`config.mk`:
```
export PLATFORM = sky130hd
export DESIGN_NAME = if_stage
export DESIGN_NICKNAME = d
export VERILOG_FILES = /design/src/rtl/if_stage_pkg.sv /design/src/rtl/if_stage_if_reg.sv /design/src/rtl/if_stage.sv
export SDC_FILE = /design/constraint.sdc
export NUM_CORES = 1
export LEC_CHECK = 0
export ABC_AREA = 1
export CAP_MARGIN = 20
export CORE_ASPECT_RATIO = 0.6
export CORE_MARGIN = 2
export CORE_UTILIZATION = 40
export CTS_CLUSTER_SIZE = 40
export DETAILED_ROUTE_END_ITERATION = 8
export GPL_TIMING_DRIVEN = 0
export MAX_ROUTING_LAYER = met4
export PLACE_DENSITY_LB_ADDON = 0.15
export SYNTH_ARGS = -nofsm -noshare
export SYNTH_HDL_FRONTEND = slang
export SYNTH_SLANG_ARGS = --single-unit
```
`constraint.sdc`:
```
create_clock -name clk -period 1.95 [get_ports clk]
set_input_delay 0.585 -clock clk [delete_from_list [all_inputs] [get_ports clk]]
set_output_delay 0.585 -clock clk [all_outputs]
set_load 0.03 [all_outputs]
```
`src/rtl/if_stage_pkg.sv`:
```
// Shared definitions for the instruction-fetch stage: bus widths, FSM encodings
// and the NOP word used as the empty IF/ID payload.
package if_stage_pkg;

  localparam int WordAddrBus = 30;
  localparam int WordDataBus = 32;

  typedef enum logic [1:0] {
    IDLE   = 2'd0,
    REQ    = 2'd1,
    ACCESS = 2'd2
  } if_state_e;

  localparam logic [WordDataBus-1:0] NOP_INSN = 32'h0000_0000;

  function automatic logic [WordAddrBus-1:0] pc_inc(input logic [WordAddrBus-1:0] pc);
    return pc + 30'd1;
  endfunction

endpackage

```
`src/rtl/if_stage_if_reg.sv`:
```
// IF/ID output register with a one-entry skid buffer that catches a fetch
// completing while the downstream stage is stalled.
module if_reg
  import if_stage_pkg::*;
(
  input  logic                   clk,
  input  logic                   reset,
  input  logic                   stall,
  input  logic                   clear,
  input  logic                   in_valid,
  input  logic [WordDataBus-1:0] in_insn,
  input  logic [WordAddrBus-1:0] in_pc,
  output logic [WordAddrBus-1:0] if_pc,
  output logic [WordDataBus-1:0] if_insn,
  output logic                   if_en,
  output logic                   skid_full
);

  logic [WordAddrBus-1:0] if_pc_q, if_pc_d;
  logic [WordDataBus-1:0] if_insn_q, if_insn_d;
  logic                   if_en_q, if_en_d;
  logic                   skid_full_q, skid_full_d;
  logic [WordAddrBus-1:0] skid_pc_q, skid_pc_d;
  logic [WordDataBus-1:0] skid_insn_q, skid_insn_d;

  // Redirect wins over stall; a pending skid entry drains before new bus data.
  always_comb begin
    if_pc_d     = if_pc_q;
    if_insn_d   = if_insn_q;
    if_en_d     = if_en_q;
    skid_full_d = skid_full_q;
    skid_pc_d   = skid_pc_q;
    skid_insn_d = skid_insn_q;
    if (clear) begin
      if_en_d     = 1'b0;
      skid_full_d = 1'b0;
    end else if (stall) begin
      if (in_valid) begin
        skid_full_d = 1'b1;
        skid_pc_d   = in_pc;
        skid_insn_d = in_insn;
      end else begin
        skid_full_d = skid_full_q;
      end
    end else if (skid_full_q) begin
      if_pc_d     = skid_pc_q;
      if_insn_d   = skid_insn_q;
      if_en_d     = 1'b1;
      skid_full_d = 1'b0;
    end else if (in_valid) begin
      if_pc_d   = in_pc;
      if_insn_d = in_insn;
      if_en_d   = 1'b1;
    end else begin
      if_en_d = 1'b0;
    end
  end

  always_ff @(posedge clk) begin
    if (reset) begin
      if_pc_q     <= {WordAddrBus{1'b0}};
      if_insn_q   <= NOP_INSN;
      if_en_q     <= 1'b0;
      skid_full_q <= 1'b0;
      skid_pc_q   <= {WordAddrBus{1'b0}};
      skid_insn_q <= NOP_INSN;
    end else begin
      if_pc_q     <= if_pc_d;
      if_insn_q   <= if_insn_d;
      if_en_q     <= if_en_d;
      skid_full_q <= skid_full_d;
      skid_pc_q   <= skid_pc_d;
      skid_insn_q <= skid_insn_d;
    end
  end

  assign if_pc     = if_pc_q;
  assign if_insn   = if_insn_q;
  assign if_en     = if_en_q;
  assign skid_full = skid_full_q;

endmodule

```
`src/rtl/if_stage.sv`:
```
// Instruction-fetch stage: PC, bus request FSM and redirect/discard handling;
// the IF/ID register and skid buffer live in if_reg.
module if_stage
  import if_stage_pkg::*;
#(
  parameter logic [WordAddrBus-1:0] RESET_VECTOR = 30'h0
) (
  input  logic                   clk,
  input  logic                   reset,
  input  logic                   stall,
  input  logic                   flush,
  input  logic [WordAddrBus-1:0] new_pc,
  input  logic                   br_taken,
  input  logic [WordAddrBus-1:0] br_addr,
  output logic                   bus_req,
  input  logic                   bus_gnt,
  output logic [WordAddrBus-1:0] bus_addr,
  input  logic                   bus_rdy,
  input  logic [WordDataBus-1:0] bus_rd_data,
  output logic [WordAddrBus-1:0] if_pc,
  output logic [WordDataBus-1:0] if_insn,
  output logic                   if_en,
  output logic                   busy
);

  if_state_e              state_q, state_d;
  logic [WordAddrBus-1:0] pc_q, pc_d;
  logic                   discard_q, discard_d;
  logic                   bus_req_q, bus_req_d;
  logic [WordAddrBus-1:0] bus_addr_q, bus_addr_d;
  logic                   busy_s;
  logic                   redirect;
  logic                   fetch_done;
  logic                   accept;
  logic                   skid_full;

  assign redirect   = flush | br_taken;
  assign fetch_done = (state_q == ACCESS) && bus_rdy;
  assign accept     = fetch_done && !discard_q && !redirect;

  always_ff @(posedge clk) begin
    if (reset) begin
      state_q <= IDLE;
    end else begin
      state_q <= state_d;
    end
  end

  always_comb begin
    state_d = state_q;
    case (state_q)
      IDLE: begin
        if (!stall && !skid_full) state_d = REQ;
        else                      state_d = IDLE;
      end
      REQ: begin
        if (bus_gnt) state_d = ACCESS;
        else         state_d = REQ;
      end
      ACCESS: begin
        if (bus_rdy) state_d = IDLE;
        else         state_d = ACCESS;
      end
      default: state_d = IDLE;
    endcase
  end

  // The fetch address is captured at grant so a redirect cannot disturb a live access.
  always_comb begin
    bus_req_d  = (state_d != IDLE);
    bus_addr_d = {WordAddrBus{1'b0}};
    if (state_d == ACCESS) begin
      if (state_q == ACCESS) bus_addr_d = bus_addr_q;
      else                   bus_addr_d = pc_q;
    end else begin
      bus_addr_d = {WordAddrBus{1'b0}};
    end
    busy_s = (state_q != IDLE) && !stall;
  end

  always_comb begin
    pc_d = pc_q;
    if (flush)         pc_d = new_pc;
    else if (br_taken) pc_d = br_addr;
    else if (accept)   pc_d = pc_inc(pc_q);
    else               pc_d = pc_q;
  end

  // An access granted before a redirect still runs to bus_rdy, but its data is dropped.
  always_comb begin
    discard_d = discard_q;
    if (fetch_done) begin
      discard_d = 1'b0;
    end else if (redirect && ((state_q == ACCESS) || ((state_q == REQ) && bus_gnt))) begin
      discard_d = 1'b1;
    end else begin
      discard_d = discard_q;
    end
  end

  always_ff @(posedge clk) begin
    if (reset) begin
      pc_q       <= RESET_VECTOR;
      discard_q  <= 1'b0;
      bus_req_q  <= 1'b0;
      bus_addr_q <= {WordAddrBus{1'b0}};
    end else begin
      pc_q       <= pc_d;
      discard_q  <= discard_d;
      bus_req_q  <= bus_req_d;
      bus_addr_q <= bus_addr_d;
    end
  end

  if_reg u_if_reg (
    .clk       (clk),
    .reset     (reset),
    .stall     (stall),
    .clear     (redirect),
    .in_valid  (accept),
    .in_insn   (bus_rd_data),
    .in_pc     (pc_inc(bus_addr_q)),
    .if_pc     (if_pc),
    .if_insn   (if_insn),
    .if_en     (if_en),
    .skid_full (skid_full)
  );

  assign bus_req  = bus_req_q;
  assign bus_addr = bus_addr_q;
  assign busy     = busy_s;

endmodule

```
# Word level (Yosys, flattened, before mapping)
# Cells that the tools add are included.
[classes]
mux = 13
reduce_logical = 23
bitwise_logic = 4
n_eq_ne = 3
add_sub_neg = 2
[op_table]
columns = ["op", "n"]
rows = [
  ["30-bit 2-to-1 mux", 5],
  ["32-bit 2-to-1 mux", 2],
  ["30-bit by 1-bit adder with 30-bit output (second input constant)", 2],
  ["1-bit logical AND", 7],
  ["2-bit one-hot mux with 3 select lines", 1],
  ["3-bit AND reduction", 2],
  ["2-bit nonzero test", 3],
  ["2-bit OR reduction", 3],
  ["2-bit == test (second input constant)", 2],
  ["1-bit logical NOT", 4],
  ["2-bit 2-to-1 mux", 2],
  ["1-bit 2-to-1 mux", 3],
  ["1-bit inverter", 3],
  ["3-bit nonzero test", 1],
  ["3-bit OR reduction", 1],
  ["2-bit by 1-bit == test with 1-bit output (second input constant)", 1],
  ["2-bit logical NOT", 1],
  ["1-bit logical OR", 1],
  ["1-bit OR", 1],
]
[word_totals]
reg_bits = 190
output_inout_bits = 95
inputBits = 99
elab_cells = 56

# Depth between registers and ports, before layout
# Gate-level depths: netlist of run 1.
[depth]
ltp_word = 7
mapped_depth = 11
mapped_depth_nobuf = 10

# Hierarchy
# From an unflattened synthesis of run 1, not the netlist that was laid out.
[unflattened]
cells_unflattened = 1689
hier_area_um2 = 10209.8
[by_module_without_submodules]
columns = ["module", "area_each_um2", "instances", "cells_each", "seq_area_each_um2"]
rows = [
  ["if_reg", 5924.4, 1, 997, 2522.4],
  ["if_stage", 4285.4, 1, 692, 1281.2],
]

# Worst setup path before layout of run 1
# OpenSTA, ideal clock, no wires.
[synth_timing]
path_type = "reg2reg"
start = "register bus_addr_q[0] (netlist: bus_addr[0])"
end = "register u_if_reg.if_pc_q[14] (netlist: u_if_reg.if_pc[14])"
setup_time_ns = 0.064
arrival_time_ns = 1.896
setup_slack_ns = -0.010
required_time_ns = 1.886
n_path_buf = 0
stages_incl_launch_ff = 9
cell_sequence = "dfxtp_1 > ha_1 > nand3_1 > nor2_1 > nand3_1 > or2_2 > a21oi_1 > nor2_1 > nor2_1"
[synth_between]
elab_chain_cells = 3
[synth_rtl]
columns = ["item", "line", "source"]
rows = [
  ["start, declared", "if_stage.sv:30", "logic [WordAddrBus-1:0] bus_addr_q, bus_addr_d;"],
  ["start signal, assigned", "if_stage.sv:106", "bus_addr_q <= {WordAddrBus{1'b0}};"],
  ["start signal, assigned", "if_stage.sv:111", "bus_addr_q <= bus_addr_d;"],
  ["30-bit by 1-bit adder with 30-bit output", "if_stage_pkg.sv:17", "return pc + 30'd1;"],
  ["30-bit 2-to-1 mux", "if_stage_if_reg.sv:50", "end else if (in_valid) begin"],
  ["30-bit 2-to-1 mux", "if_stage_if_reg.sv:45", "end else if (skid_full_q) begin"],
  ["end signal, assigned", "if_stage_if_reg.sv:61", "if_pc_q <= {WordAddrBus{1'b0}};"],
  ["end signal, assigned", "if_stage_if_reg.sv:68", "if_pc_q <= if_pc_d;"],
  ["end, declared", "if_stage_if_reg.sv:19", "logic [WordAddrBus-1:0] if_pc_q, if_pc_d;"],
]
# No other way between the ends. The select of a mux whose other input is x is not followed.
# A chain may end at the register's enable or synchronous reset.

# Worst setup path after layout of run 1
[layout_timing]
start = "register state_q[0]"
end = "output busy"
[layout_between]
elab_chain_cells = 2
[layout_rtl]
columns = ["item", "line", "source"]
rows = [
  ["start, declared", "if_stage.sv:26", "if_state_e state_q, state_d;"],
  ["start signal, assigned", "if_stage.sv:45", "state_q <= state_d;"],
  ["2-bit nonzero test", "if_stage.sv:78", "busy_s = (state_q != IDLE) && !stall;"],
  ["1-bit logical AND", "if_stage.sv:78", ""],
  ["end, declared", "if_stage.sv:23", "output logic busy"],
]
# No other way between the ends.

==> metrics.txt, run 1 <==
# TYPE chip_impl_metric gauge
chip_impl_info{name="mostFrequentLayoutCell",value="sky130_fd_sc_hd__nand2_1"} 1
chip_impl_metric{name="holdPathStages",unit=""} 2
chip_impl_metric{name="slew_headroom",unit=""} 0.495
chip_impl_metric{name="vdd_ir_drop_max",unit="mV"} 0.570
chip_impl_metric{name="timing_max_transition_violations_final",unit=""} 0
chip_impl_metric{name="placeableCoreArea",unit="um2"} 23300
chip_impl_metric{name="gp_routability_congestion",unit=""} 0.963
chip_impl_metric{name="worst_ep_required_time",unit="ns"} 1.36
chip_impl_metric{name="dr_iter_0_viols",unit=""} 903
chip_impl_info{name="tritoncts",value="built"} 1
chip_impl_metric{name="place_hpwl",unit="um"} 27900
chip_impl_metric{name="wl_per_cell",unit="um"} 18.0
chip_impl_info{name="critical_path_cell_sequence",value="inv_4 > buf_6 > a21oi_4 > buf_6"} 1
chip_impl_metric{name="tightest_slew",unit="ns"} 0.757
chip_impl_metric{name="drt_pass1_iterations",unit=""} 6
chip_impl_metric{name="grt_max_degree",unit=""} 17
chip_impl_info{name="worst_path_max_delay_cell",value="sky130_fd_sc_hd__dfxtp_2"} 1
chip_impl_metric{name="grt.overflow.total",unit=""} 0
chip_impl_metric{name="layout_worst_path_cycle_share",unit=""} 0.990
chip_impl_metric{name="ys.warnings.count",unit=""} 0
chip_impl_info{name="clock_tree.root_cell",value="sky130_fd_sc_hd__clkbuf_16"} 1
chip_impl_metric{name="stage_delay_of_the_slowest_cell_on_the_critical_path",unit="ns"} 0.36
chip_impl_metric{name="clock_insertion_delay_at_the_later_pin_of_the_skew_report",unit="ns"} 0.45
chip_impl_metric{name="timing.final.crit_period",unit="ns"} 1.93
chip_impl_metric{name="layout.filler_cells",unit=""} 2306
chip_impl_info{name="min_path_type",value="flop to flop"} 1
chip_impl_info{name="critPathKind",value="flop to output port"} 1
chip_impl_metric{name="routed_wl",unit="um"} 36700
chip_impl_metric{name="die_area",unit="um2"} 25200
chip_impl_metric{name="synth.distinct_cells",unit=""} 36
chip_impl_metric{name="number_of_synthesized_flops_with_an_enable_pin",unit=""} 0
chip_impl_metric{name="route.detailed.vias_per_inst",unit=""} 5.25
chip_impl_metric{name="layout-area-overhead-vs-synth",unit="%"} 34.0
chip_impl_metric{name="ys_seq_elements",unit=""} 190
chip_impl_metric{name="boundaryPins",unit=""} 194
chip_impl_metric{name="timing.max_cap.violations",unit=""} 0
chip_impl_metric{name="chipHeight",unit="um"} 124
chip_impl_metric{name="path_clk_slew",unit="ns"} 0.07
chip_impl_metric{name="cts_htree_levels",unit=""} 4
chip_impl_metric{name="synth.net_count",unit=""} 1574
chip_impl_metric{name="antennaDiodeCount",unit=""} 0
chip_impl_metric{name="total_leakage_power",unit="nW"} 5.30
chip_impl_metric{name="syn-mean-instance-area",unit="um2"} 6.49
chip_impl_info{name="ys_dominant_reg_cell",value="sky130_fd_sc_hd__dfxtp_1"} 1
chip_impl_info{name="grt_setup_unrepaired",value="yes"} 1
chip_impl_metric{name="finalHoldWorstSlack",unit="ns"} 0.449
chip_impl_info{name="run_status",value="completed"} 1
chip_impl_metric{name="path_max_fanout",unit=""} 10
chip_impl_metric{name="syn-instance-count",unit=""} 1473
chip_impl_metric{name="io_buffers",unit=""} 191
chip_impl_metric{name="dieWidth",unit="um"} 204
chip_impl_metric{name="setup.reg_to_reg.worst_slack",unit="ns"} 0.08
chip_impl_metric{name="grt_pass1_wl",unit="um"} 55900
chip_impl_metric{name="worst-r2r-cell-count",unit=""} 12
chip_impl_metric{name="ant_nets",unit=""} 0
chip_impl_metric{name="drc",unit=""} 0
chip_impl_info{name="type_of_destination_of_the_critical_path",value="output port"} 1
chip_impl_metric{name="number_of_cts_inserted_buffers",unit=""} 17
chip_impl_info{name="layout_common_cells",value="443 x sky130_fd_sc_hd__nand2_1, 193 x sky130_fd_sc_hd__a21oi_1, 182 x sky130_fd_sc_hd__dfxtp_1, 136 x sky130_fd_sc_hd__o21ai_0, 129 x sky130_fd_sc_hd__nor2_1"} 1
chip_impl_info{name="startpoint_type",value="flop"} 1
chip_impl_metric{name="vias",unit=""} 10700
chip_impl_metric{name="final-setup-viol-count",unit=""} 0
chip_impl_metric{name="initial_core_utilization",unit=""} 0.410
chip_impl_metric{name="finalHoldViolCount",unit=""} 0
chip_impl_metric{name="layout-drive-gt1-share",unit=""} 0.0921
chip_impl_metric{name="timing.clock.skew",unit="ns"} 0.0149
chip_impl_metric{name="highest_achievable_clock_rate",unit="MHz"} 518
chip_impl_metric{name="max-clock-path-buffers",unit=""} 2
chip_impl_metric{name="post_layout_power",unit="W"} 0.00858
chip_impl_metric{name="power_per_cell_area",unit="nW/um2"} 671
chip_impl_metric{name="yosysSeqAreaShare",unit=""} 0.398
chip_impl_metric{name="final_net_count",unit=""} 1804
chip_impl_metric{name="critPathArrivalTime",unit="ns"} 1.35
chip_impl_metric{name="first_global_vias",unit=""} 9704
chip_impl_metric{name="grt.total_usage",unit=""} 0.303
chip_impl_metric{name="async_flop_share",unit=""} 0
chip_impl_metric{name="row_count",unit=""} 43
chip_impl_metric{name="antenna_found_initial",unit=""} 0
chip_impl_metric{name="netlist_area",unit="um2"} 9550
chip_impl_metric{name="cts_sinks",unit=""} 190
chip_impl_info{name="path_common_cell",value="sky130_fd_sc_hd__buf_6"} 1
==> flip-flops by register name, summed over array words and instances (netlist names) <==
| name | cells |
|---|---|
| u_if_reg.if_en | 1 |
| pc_q | 30 |
| bus_req | 1 |
| u_if_reg.if_pc | 30 |
| discard_q | 1 |
| u_if_reg.skid_pc_q | 30 |
| u_if_reg.if_insn | 32 |
| bus_addr | 30 |
| u_if_reg.skid_insn_q | 32 |
| u_if_reg.skid_full | 1 |
| state_q | 2 |
==> synthesized netlist by cell type (6+ instances only) <==
master | n | share of area
sky130_fd_sc_hd__nand3b_1 | 23 | 0.018
sky130_fd_sc_hd__o21ai_0 | 137 | 0.072
sky130_fd_sc_hd__nor2_1 | 143 | 0.056
sky130_fd_sc_hd__nand2_1 | 447 | 0.18
sky130_fd_sc_hd__a21oi_1 | 195 | 0.10
sky130_fd_sc_hd__clkbuf_1 | 62 | 0.024
sky130_fd_sc_hd__xnor2_1 | 10 | 0.0092
sky130_fd_sc_hd__inv_1 | 105 | 0.041
sky130_fd_sc_hd__dfxtp_1 | 190 | 0.40
sky130_fd_sc_hd__nand3_1 | 68 | 0.036
sky130_fd_sc_hd__o21ai_1 | 6 | 0.0031
sky130_fd_sc_hd__buf_4 | 6 | 0.0047
sky130_fd_sc_hd__xor2_1 | 11 | 0.010
sky130_fd_sc_hd__o21a_1 | 15 | 0.012
sky130_fd_sc_hd__buf_1 | 6 | 0.0024
sky130_fd_sc_hd__buf_2 | 11 | 0.0058
==> stage by stage <==
step                      worst slack, ns  setup TNS (ns)  instances  utilization  area (um2)
after floorplan                    0.0553               0       1473            -        9560
after global placement             -0.799         -116.45       1979        0.509       11900
after detailed placement           -0.821         -116.73       1979        0.509       11900
after CTS                          -0.143          -0.154       2019        0.539       12600
after global routing              -0.0180         -0.0257       2031        0.549       12800
final                              0.0187               0       2031        0.549       12800
==> worst paths after layout <==
| check | startpoint | end |
|---|---|---|
| worst max register to register | state_q[1] | u_if_reg.if_pc[13] |
| worst min-delay path | u_if_reg.skid_insn_q[15] | u_if_reg.skid_insn_q[15] |
| worst max-delay path | state_q[0] | busy |
| worst min register to register | u_if_reg.skid_insn_q[15] | u_if_reg.skid_insn_q[15] |
==> where the power goes <==
group,switching (W),internal [W],leakage [nW]
Sequential,0.000124,0.00396,1.54
Clock,0.00159,0.00202,0.286
Combinational,0.000496,0.000394,3.47
==> timing repair <==
item | 4_1_cts | 5_1_grt
hold buffers | 0 | 0
pin swaps | 6 | 10
gates resized for setup | 175 | 75
gates cloned | 3 | 1
setup buffers | 7 | 11
setup endpoints to repair | 255 | 163
==> worst max-delay path: cells and delay by family (launching register included) <==
family,cells,cell delay [ns]
compound gates,1,0.17
buf+inv,3,0.37
flops,1,0.36
==> routing by layer <==
layer	wire length, um	GRT usage	share of wire
met2	13800	0.381	0.38
met1	19400	0.471	0.53
met5	0	-	0
met3	3140	0.0756	0.086
met4	301	0.0593	0.0082
==> area by class of cell <==
| class | instances | area [um2] | share of cell area |
|---|---|---|---|
| multi-input cells | 1088 | 5140 | 0.401 |
| flip-flops and latches | 190 | 3820 | 0.298 |
| repair buffers | 211 | 1990 | 0.155 |
| clock buffers | 23 | 488 | 0.0381 |
| plain buffers | 83 | 432 | 0.0337 |
| inverters | 111 | 432 | 0.0337 |
| well taps | 315 | 394 | 0.0308 |
| clock inverters | 9 | 106 | 0.00831 |
| repair inverters | 1 | 6.26 | 0.000489 |
==> logic make-up (layout without fill, tap and decap cells) <==
| kind of cell | Yosys count | in the layout | share of synthesized area |
|---|---|---|---|
| buf+inv | 196 | 438 | 0.0808 |
| xor+xnor | 21 | 21 | 0.0193 |
| simple gates | 701 | 702 | 0.302 |
| flops | 190 | 190 | 0.398 |
| fa+ha+maj | 2 | 2 | 0.00262 |
| compound gates | 363 | 363 | 0.197 |
No activity file was read; power rests on OpenSTA's default activity.
==> run 2: changes to the inputs <==
ABC_AREA = unset   (was 1)
SKIP_LAST_GASP = 1   (was unset)
==> run 2 against run 1 <==
Effect of this change: the flow now finishes with violations (setup timing); core utilization up 2.4 points; synthesized cell count down 26%; wire length down 8.6%; die area down 7.4%; total power up 1.4%; cell area down 2.1%; global-route usage down 1.3 points; setup slack worse by 0.039 ns; area after synthesis down 7.6%; worst hold slack better by 0.0024 ns; non-clock buffer count up 25; cell count down 19%; largest cell class unchanged; highest routed layer unchanged.
==> metrics.txt, run 2 <==
# TYPE chip_impl_metric gauge
chip_impl_metric{name="syn-instance-count",unit=""} 1086
chip_impl_metric{name="wl_per_cell",unit="um"} 20.5
chip_impl_metric{name="layout-area-overhead-vs-synth",unit="%"} 42.0
chip_impl_metric{name="netlist_area",unit="um2"} 8830
chip_impl_metric{name="layout.core_utilization",unit=""} 0.573
chip_impl_metric{name="total_leakage_power",unit="nW"} 4.89
chip_impl_metric{name="area_share_of_and_or_nand_nor_cells_after_synthesis",unit=""} 0.219
chip_impl_metric{name="place_hpwl",unit="um"} 24200
chip_impl_metric{name="stage_delay_of_the_slowest_cell_on_the_critical_path",unit="ns"} 0.49
chip_impl_metric{name="synthXorXnorAreaFrac",unit=""} 0.0327
chip_impl_metric{name="post_layout_power",unit="W"} 0.00870
chip_impl_metric{name="antennaDiodeCount",unit=""} 0
chip_impl_metric{name="ff_latch_area",unit="um2"} 3860
chip_impl_info{name="layout_common_cells",value="186 x sky130_fd_sc_hd__nand2_1, 165 x sky130_fd_sc_hd__dfxtp_1, 122 x sky130_fd_sc_hd__a21oi_1, 94 x sky130_fd_sc_hd__clkdlybuf4s50_1, 87 x sky130_fd_sc_hd__nor2_1"} 1
chip_impl_info{name="worst_path_max_delay_cell",value="sky130_fd_sc_hd__dfxtp_1"} 1
chip_impl_info{name="min_path_type",value="flop to flop"} 1
chip_impl_metric{name="numPlacedInstances",unit=""} 1564
chip_impl_info{name="failed_checks",value="setup timing"} 1
chip_impl_metric{name="finalHoldViolCount",unit=""} 0
chip_impl_metric{name="syn-mean-instance-area",unit="um2"} 8.13
chip_impl_metric{name="route.detailed.vias_per_inst",unit=""} 5.72
chip_impl_info{name="timing.rr.end",value="u_if_reg.if_pc[19]"} 1
chip_impl_metric{name="layout.filler_cells",unit=""} 1993
chip_impl_info{name="synth.top_cells.by_count",value="190 x sky130_fd_sc_hd__dfxtp_1, 188 x sky130_fd_sc_hd__nand2_1, 122 x sky130_fd_sc_hd__a21oi_1"} 1
chip_impl_metric{name="synth-adder-area-share",unit=""} 0.00283
chip_impl_metric{name="timing_max_transition_violations_final",unit=""} 0
chip_impl_info{name="timing.rr.start",value="bus_addr[0]"} 1
chip_impl_metric{name="max-clock-path-buffers",unit=""} 2
chip_impl_metric{name="number_of_cts_inserted_buffers",unit=""} 17
chip_impl_metric{name="timing.final.crit_period",unit="ns"} 1.97
chip_impl_info{name="ys_dominant_reg_cell",value="sky130_fd_sc_hd__dfxtp_1"} 1
chip_impl_metric{name="setup.reg_to_reg.worst_slack",unit="ns"} 0.01
chip_impl_metric{name="grt.total_usage",unit=""} 0.290
chip_impl_metric{name="vdd_ir_drop_max",unit="mV"} 0.612
chip_impl_metric{name="synth-compound-area-share",unit=""} 0.221
chip_impl_metric{name="ys_seq_elements",unit=""} 190
chip_impl_metric{name="critPathArrivalTime",unit="ns"} 1.39
chip_impl_metric{name="boundaryPins",unit=""} 194
chip_impl_info{name="clock_tree.root_cell",value="sky130_fd_sc_hd__clkbuf_16"} 1
chip_impl_metric{name="ys.warnings.count",unit=""} 0
chip_impl_metric{name="row_count",unit=""} 42
chip_impl_metric{name="worst_slack",unit="ns"} -0.0202
chip_impl_info{name="tritoncts",value="built"} 1
chip_impl_info{name="cell_class_contributing_the_biggest_share_of_worst_path_delay",value="flip-flops"} 1
chip_impl_metric{name="worst_ep_required_time",unit="ns"} 1.36
chip_impl_metric{name="synth.area.mux_share",unit=""} 0.0454
chip_impl_metric{name="timing.clock.skew",unit="ns"} 0.0144
chip_impl_metric{name="cellInternalPower",unit="W"} 0.00648
chip_impl_metric{name="layout-drive-gt1-share",unit=""} 0.169
chip_impl_metric{name="worst-r2r-cell-count",unit=""} 7
chip_impl_metric{name="die_area",unit="um2"} 23300
chip_impl_info{name="startpoint_type",value="flop"} 1
chip_impl_info{name="hold_start",value="u_if_reg.if_pc[13]"} 1
chip_impl_metric{name="path_max_fanout",unit=""} 3
chip_impl_metric{name="dr_iter_0_viols",unit=""} 871
chip_impl_metric{name="chipHeight",unit="um"} 119
chip_impl_info{name="yosys.cell_count.top_type",value="sky130_fd_sc_hd__dfxtp_1"} 1
chip_impl_metric{name="synth.net_count",unit=""} 1187
chip_impl_metric{name="highest_achievable_clock_rate",unit="MHz"} 508
chip_impl_metric{name="power.switching",unit="W"} 0.00222
chip_impl_metric{name="drc",unit=""} 0
chip_impl_metric{name="number_of_synthesized_flops_with_an_enable_pin",unit=""} 0
chip_impl_metric{name="cts_htree_levels",unit=""} 4
chip_impl_metric{name="async_flop_share",unit=""} 0
chip_impl_metric{name="p_sw_frac",unit=""} 0.256
chip_impl_metric{name="synth.distinct_cells",unit=""} 66
chip_impl_info{name="synth.top_cells.by_area",value="sky130_fd_sc_hd__dfxtp_1 43%, sky130_fd_sc_hd__nand2_1 8.0%, sky130_fd_sc_hd__a21oi_1 6.9%, sky130_fd_sc_hd__a211oi_1 4.9%, sky130_fd_sc_hd__mux2i_1 4.5%"} 1
chip_impl_metric{name="initial_core_utilization",unit=""} 0.404
chip_impl_metric{name="fin_area",unit="um2"} 12500
chip_impl_metric{name="antenna_found_initial",unit=""} 0
chip_impl_metric{name="critical_path.n_buffers_inverters",unit=""} 1
chip_impl_metric{name="final-setup-viol-count",unit=""} 1
chip_impl_metric{name="grt_pass1_wl",unit="um"} 50200
chip_impl_info{name="run_status",value="finished, violations left"} 1
chip_impl_metric{name="post_dp_cell_area",unit="um2"} 11100
chip_impl_metric{name="vias",unit=""} 9363
chip_impl_info{name="synth_largest_area_cell",value="sky130_fd_sc_hd__dfxtp_1"} 1
chip_impl_metric{name="holdPathStages",unit=""} 2
chip_impl_metric{name="final_net_count",unit=""} 1439
chip_impl_metric{name="path_clk_slew",unit="ns"} 0.08
chip_impl_metric{name="clock_insertion_delay_at_the_later_pin_of_the_skew_report",unit="ns"} 0.45
chip_impl_metric{name="synth_top_area_frac",unit=""} 0.431
chip_impl_metric{name="grt.overflow.total",unit=""} 0
chip_impl_metric{name="timing.max_cap.violations",unit=""} 0
chip_impl_metric{name="pwr-share-clk",unit=""} 0.440
chip_impl_metric{name="dieWidth",unit="um"} 196
chip_impl_metric{name="comb_power_share",unit=""} 0.095
chip_impl_info{name="holdPathEnd",value="u_if_reg.if_pc[13]"} 1
chip_impl_metric{name="multi_input_area",unit="um2"} 4930
chip_impl_info{name="mostFrequentLayoutCell",value="sky130_fd_sc_hd__nand2_1"} 1
chip_impl_info{name="critPathKind",value="flop to output port"} 1
chip_impl_metric{name="gp_routability_congestion",unit=""} 0.951
chip_impl_metric{name="first_global_vias",unit=""} 8697
chip_impl_metric{name="ant_nets",unit=""} 0
chip_impl_metric{name="grt_max_degree",unit=""} 18
chip_impl_metric{name="yosysSeqAreaShare",unit=""} 0.431
chip_impl_metric{name="drt_pass1_iterations",unit=""} 8
chip_impl_metric{name="placeableCoreArea",unit="um2"} 21900
chip_impl_metric{name="layout_worst_path_cycle_share",unit=""} 1.01
chip_impl_info{name="type_of_destination_of_the_critical_path",value="output port"} 1
chip_impl_metric{name="io_buffers",unit=""} 192
chip_impl_metric{name="final_cell_count_no_fill",unit=""} 1637
chip_impl_metric{name="routed_wl",unit="um"} 33500
chip_impl_metric{name="power_per_cell_area",unit="nW/um2"} 694
chip_impl_metric{name="power_frac_seq",unit=""} 0.464
chip_impl_info{name="critical_path_cell_sequence",value="dlygate4sd2_1"} 1
chip_impl_metric{name="slew_headroom",unit=""} 0.498
chip_impl_metric{name="tightest_slew",unit="ns"} 0.754
chip_impl_info{name="largest_family_of_logic_cells_by_synthesized_area",value="compound AO/OA/AOI/OAI gates"} 1
chip_impl_info{name="grt_setup_unrepaired",value="yes"} 1
chip_impl_metric{name="cts_sinks",unit=""} 190
-- run 2: cell families after synthesis --
logic type                 after synthesis
adders and majority gates                2
xor gates and xnor gates                33
and+or+nand+nor                        408
AOI/OAI and AO/OA                      307
muxes                                   40
buffers and inverters                  106
DFF                                    190
-- run 2: worst max-delay path by stage --
stage,from,endpoint,slack [ns],depth (start not counted)
floorplan,flush,pc_q[24],-0.02,8
global placement,br_taken,pc_q[28],-1.25,6
detailed placement,br_taken,pc_q[24],-1.25,6
CTS,bus_addr[19],u_if_reg.if_pc[21],-0.07,5
global route,pc_q[6],pc_q[23],-0.07,5
finish,bus_addr[29],bus_addr[29],-0.02,1
-- run 2: power by group through the flow --
| stage | sequential [W] | combinational (W) | clock [W] |
|---|---|---|---|
| after CTS | 0.00404 | 0.000791 | 0.00387 |
| after global placement | 0.00412 | 0.000768 | 0 |
| after floorplan | 0.00412 | 0.000351 | 0 |
| final | 0.00404 | 0.000828 | 0.00383 |
| after global routing | 0.00405 | 0.000887 | 0.00403 |
| after detailed placement | 0.00412 | 0.000773 | 0 |
-- run 2: layer usage --
layer  vias to the layer above  track usage  wire length (um)
met2                       459        0.382             13300
met1                      4478        0.436             16100
met5                         -            -                 0
met4                         0       0.0540               282
li1                       4398            -                 -
met3                        28       0.0790              3760
-- run 2: cell type report --
| class | instances | area share |
|---|---|---|
| Clock inverter | 13 | 0.0140 |
| Multi-Input combinational cell | 790 | 0.393 |
| Clock buffer | 19 | 0.0370 |
| Sequential cell | 190 | 0.308 |
| Inverter | 20 | 0.00619 |
| Buffer | 83 | 0.0392 |
| Timing Repair Buffer | 236 | 0.174 |
| Tap cell | 286 | 0.0286 |
-- run 2: stage by stage --
step,TNS [ns],hold WS [ns],worst slack [ns]
4_1_cts,-0.120,0.452,-0.0748
2_1_floorplan,-0.0499,0.431,-0.0232
3_3_place_gp,-155.50,0.440,-1.25
3_5_place_dp,-156.97,0.444,-1.25
5_1_grt,-0.456,0.468,-0.0659
6_report,-0.0202,0.451,-0.0202
-- run 2: what timing repair did --
action,4_1_cts,5_1_grt
setup buffers,15,25
endpoints found under the setup margin,249,141
gates resized for setup,196,108
hold buffers,0,0
pin swaps,11,21
cloned,1,3
==> run 3: changes to the inputs <==
CTS_BUF_LIST = sky130_fd_sc_hd__clkbuf_4 sky130_fd_sc_hd__clkbuf_8   (was unset)
SETUP_SLACK_MARGIN = 0.1   (was unset)
==> run 3 against run 2 <==
Effect of this change: the run still ends with setup timing left; worst hold slack lost 0.078 ns; sequential cell count is the same; clock skew grew 0.0028 ns; combinational power grew 6.4%; critical path type is now primary input to output port; critical endpoint is now busy; largest power group unchanged.
==> metrics.txt, run 3 (synthesized netlist as in run 2, its figures left out) <==
# TYPE chip_impl_metric gauge
chip_impl_metric{name="final-setup-viol-count",unit=""} 1
chip_impl_metric{name="power_per_cell_area",unit="nW/um2"} 607
chip_impl_metric{name="initial_core_utilization",unit=""} 0.404
chip_impl_metric{name="cts_htree_levels",unit=""} 4
chip_impl_metric{name="grt_use_met3",unit=""} 0.0717
chip_impl_metric{name="place_hpwl",unit="um"} 24000
chip_impl_info{name="min_path_type",value="primary input to flop"} 1
chip_impl_metric{name="grt_pass1_wl",unit="um"} 50000
chip_impl_metric{name="timing.max_cap.violations",unit=""} 0
chip_impl_metric{name="power.switching",unit="W"} 0.00210
chip_impl_metric{name="met1_usage",unit=""} 0.447
chip_impl_metric{name="dieWidth",unit="um"} 196
chip_impl_metric{name="pwr-share-clk",unit=""} 0.375
chip_impl_info{name="mostFrequentLayoutCell",value="sky130_fd_sc_hd__nand2_1"} 1
chip_impl_metric{name="tightest_slew",unit="ns"} 0.805
chip_impl_metric{name="first_global_vias",unit=""} 8707
chip_impl_metric{name="boundaryPins",unit=""} 194
chip_impl_metric{name="wl_per_cell",unit="um"} 20.5
chip_impl_metric{name="grt_max_degree",unit=""} 17
chip_impl_metric{name="final_net_count",unit=""} 1468
chip_impl_metric{name="antenna_found_initial",unit=""} 1
chip_impl_metric{name="ant_nets",unit=""} 0
chip_impl_metric{name="comb_power_share",unit=""} 0.112
chip_impl_info{name="startpoint_type",value="primary input"} 1
chip_impl_metric{name="max-clock-path-buffers",unit=""} 2
chip_impl_metric{name="dr_iter_0_viols",unit=""} 963
chip_impl_metric{name="path_clk_slew",unit="ns"} 0.09
chip_impl_metric{name="grt_util_met2",unit=""} 0.365
chip_impl_info{name="clock_tree.root_cell",value="sky130_fd_sc_hd__clkbuf_8"} 1
chip_impl_metric{name="ff_latch_area",unit="um2"} 3910
chip_impl_metric{name="layout-drive-gt1-share",unit=""} 0.254
chip_impl_metric{name="antennaDiodeCount",unit=""} 0
chip_impl_metric{name="placeableCoreArea",unit="um2"} 21900
chip_impl_metric{name="layout_worst_path_cycle_share",unit=""} 1.01
chip_impl_metric{name="numPlacedInstances",unit=""} 1564
chip_impl_metric{name="layout.filler_cells",unit=""} 1936
chip_impl_info{name="type_of_destination_of_the_critical_path",value="output port"} 1
chip_impl_metric{name="io_buffers",unit=""} 192
chip_impl_metric{name="p_sw_frac",unit=""} 0.267
chip_impl_metric{name="grt.total_usage",unit=""} 0.288
chip_impl_metric{name="timing.clock.skew",unit="ns"} 0.0172
chip_impl_metric{name="die_area",unit="um2"} 23300
chip_impl_info{name="run_status",value="finished, violations left"} 1
chip_impl_metric{name="worst_ep_required_time",unit="ns"} 1.36
chip_impl_metric{name="clock_insertion_delay_at_the_later_pin_of_the_skew_report",unit="ns"} 0.50
chip_impl_metric{name="finalHoldViolCount",unit=""} 0
chip_impl_metric{name="post_layout_power",unit="W"} 0.00787
chip_impl_metric{name="path_max_fanout",unit=""} 8
chip_impl_info{name="layout_common_cells",value="185 x sky130_fd_sc_hd__nand2_1, 149 x sky130_fd_sc_hd__dfxtp_1, 122 x sky130_fd_sc_hd__a21oi_1, 94 x sky130_fd_sc_hd__clkdlybuf4s50_1, 83 x sky130_fd_sc_hd__nor2_1"} 1
chip_impl_metric{name="drc",unit=""} 0
chip_impl_metric{name="row_count",unit=""} 42
chip_impl_metric{name="timing_max_transition_violations_final",unit=""} 0
chip_impl_metric{name="critPathArrivalTime",unit="ns"} 1.38
chip_impl_metric{name="routed_wl",unit="um"} 34200
chip_impl_metric{name="layout-area-overhead-vs-synth",unit="%"} 46.8
chip_impl_info{name="failed_checks",value="setup timing"} 1
chip_impl_metric{name="place_ws",unit="ns"} -1.23
chip_impl_metric{name="gp_routability_congestion",unit=""} 0.938
chip_impl_metric{name="cts_sinks",unit=""} 190
chip_impl_metric{name="chipHeight",unit="um"} 119
chip_impl_metric{name="total_leakage_power",unit="nW"} 4.76
chip_impl_info{name="globalRoute.busiestLayer",value="met1"} 1
chip_impl_info{name="tritoncts",value="built"} 1
chip_impl_metric{name="drt_pass1_iterations",unit=""} 6
chip_impl_metric{name="final_cell_count_no_fill",unit=""} 1666
chip_impl_metric{name="multi_input_area",unit="um2"} 5130
chip_impl_info{name="grt_setup_unrepaired",value="yes"} 1
chip_impl_metric{name="route.detailed.vias_per_inst",unit=""} 5.77
chip_impl_info{name="critPathKind",value="primary input to output port"} 1
chip_impl_metric{name="grt.overflow.total",unit=""} 0
chip_impl_metric{name="highest_achievable_clock_rate",unit="MHz"} 508
chip_impl_metric{name="timing.final.crit_period",unit="ns"} 1.97
chip_impl_metric{name="worst_slack",unit="ns"} -0.0190
chip_impl_metric{name="vdd_ir_drop_max",unit="mV"} 0.504
chip_impl_metric{name="cellInternalPower",unit="W"} 0.00577
chip_impl_metric{name="number_of_cts_inserted_buffers",unit=""} 17
chip_impl_metric{name="vias",unit=""} 9619
chip_impl_metric{name="slew_headroom",unit=""} 0.463
chip_impl_metric{name="power_frac_seq",unit=""} 0.513
run 3: changes by cell type in the layout (fill, tap and decap cells not counted), sizes merged:
cell	previous run	this run
buf	65	111
bufinv	3	4
clkdlybuf4s15	10	64
clkbuf	84	93
inv	24	19
dlygate4sd2	85	3
clkinvlp	2	7
clkinv	4	5
run 3: routing by layer:
| layer | up-vias | part of all wire |
|---|---|---|
| met5 | - | 0 |
| met4 | 0 | 0.011 |
| met3 | 38 | 0.11 |
| met2 | 528 | 0.39 |
| met1 | 4593 | 0.49 |
| li1 | 4460 | - |
run 3: worst max-delay path, stage by stage:
cell and delay (ns):
sky130_fd_sc_hd__dlygate4sd2_1 0.36, sky130_fd_sc_hd__nor2_2 0.21, sky130_fd_sc_hd__clkbuf_4 0.22
run 3: worst paths after layout:
kind | slack, ns | cells after the start | end | start
min reg2reg | 0.46 | 2 | u_if_reg.skid_pc_q[9] | u_if_reg.skid_pc_q[9]
max | -0.02 | 3 | busy | stall
min | 0.37 | 2 | discard_q | bus_rdy
max reg2reg | 0.07 | 6 | u_if_reg.if_pc[23] | bus_addr[11]
run 3: layout make-up:
type                       count  area share
timing repair inverter         1    0.000386
inverter                      20     0.00618
buffer                        86      0.0476
sequential                   190       0.301
timing repair buffer         261       0.187
multi-input combinational    790       0.396
tap                          286      0.0276
clock inverter                14      0.0147
clock buffer                  18      0.0191
run 3: power by group through the flow:
stage | logic (W) | clock network, W | registers (W)
final | 0.000881 | 0.00295 | 0.00404
after global routing | 0.000944 | 0.00314 | 0.00404
after CTS | 0.000801 | 0.00296 | 0.00402
after detailed placement | 0.000774 | 0 | 0.00411
after global placement | 0.000770 | 0 | 0.00411
after floorplan | 0.000354 | 0 | 0.00411
run 3: through the flow:
stage	TNS [ns]	util	hold slack (ns)	instance area [um2]
floorplan	0	-	0.431	8940
global placement	-150.56	0.513	0.440	11200
detailed placement	-150.67	0.513	0.444	11200
CTS	-0.172	0.561	0.458	12300
global route	-0.0386	0.593	0.369	13000
finish	-0.0190	0.593	0.374	13000
run 3: repair_timing:
item / in CTS / in global routing
hold buffers: 0 / 0
pin swaps: 29 / 27
setup buffers: 29 / 33
endpoints found under the setup margin: 250 / 205
gates resized for setup: 343 / 205
gates cloned: 2 / 6
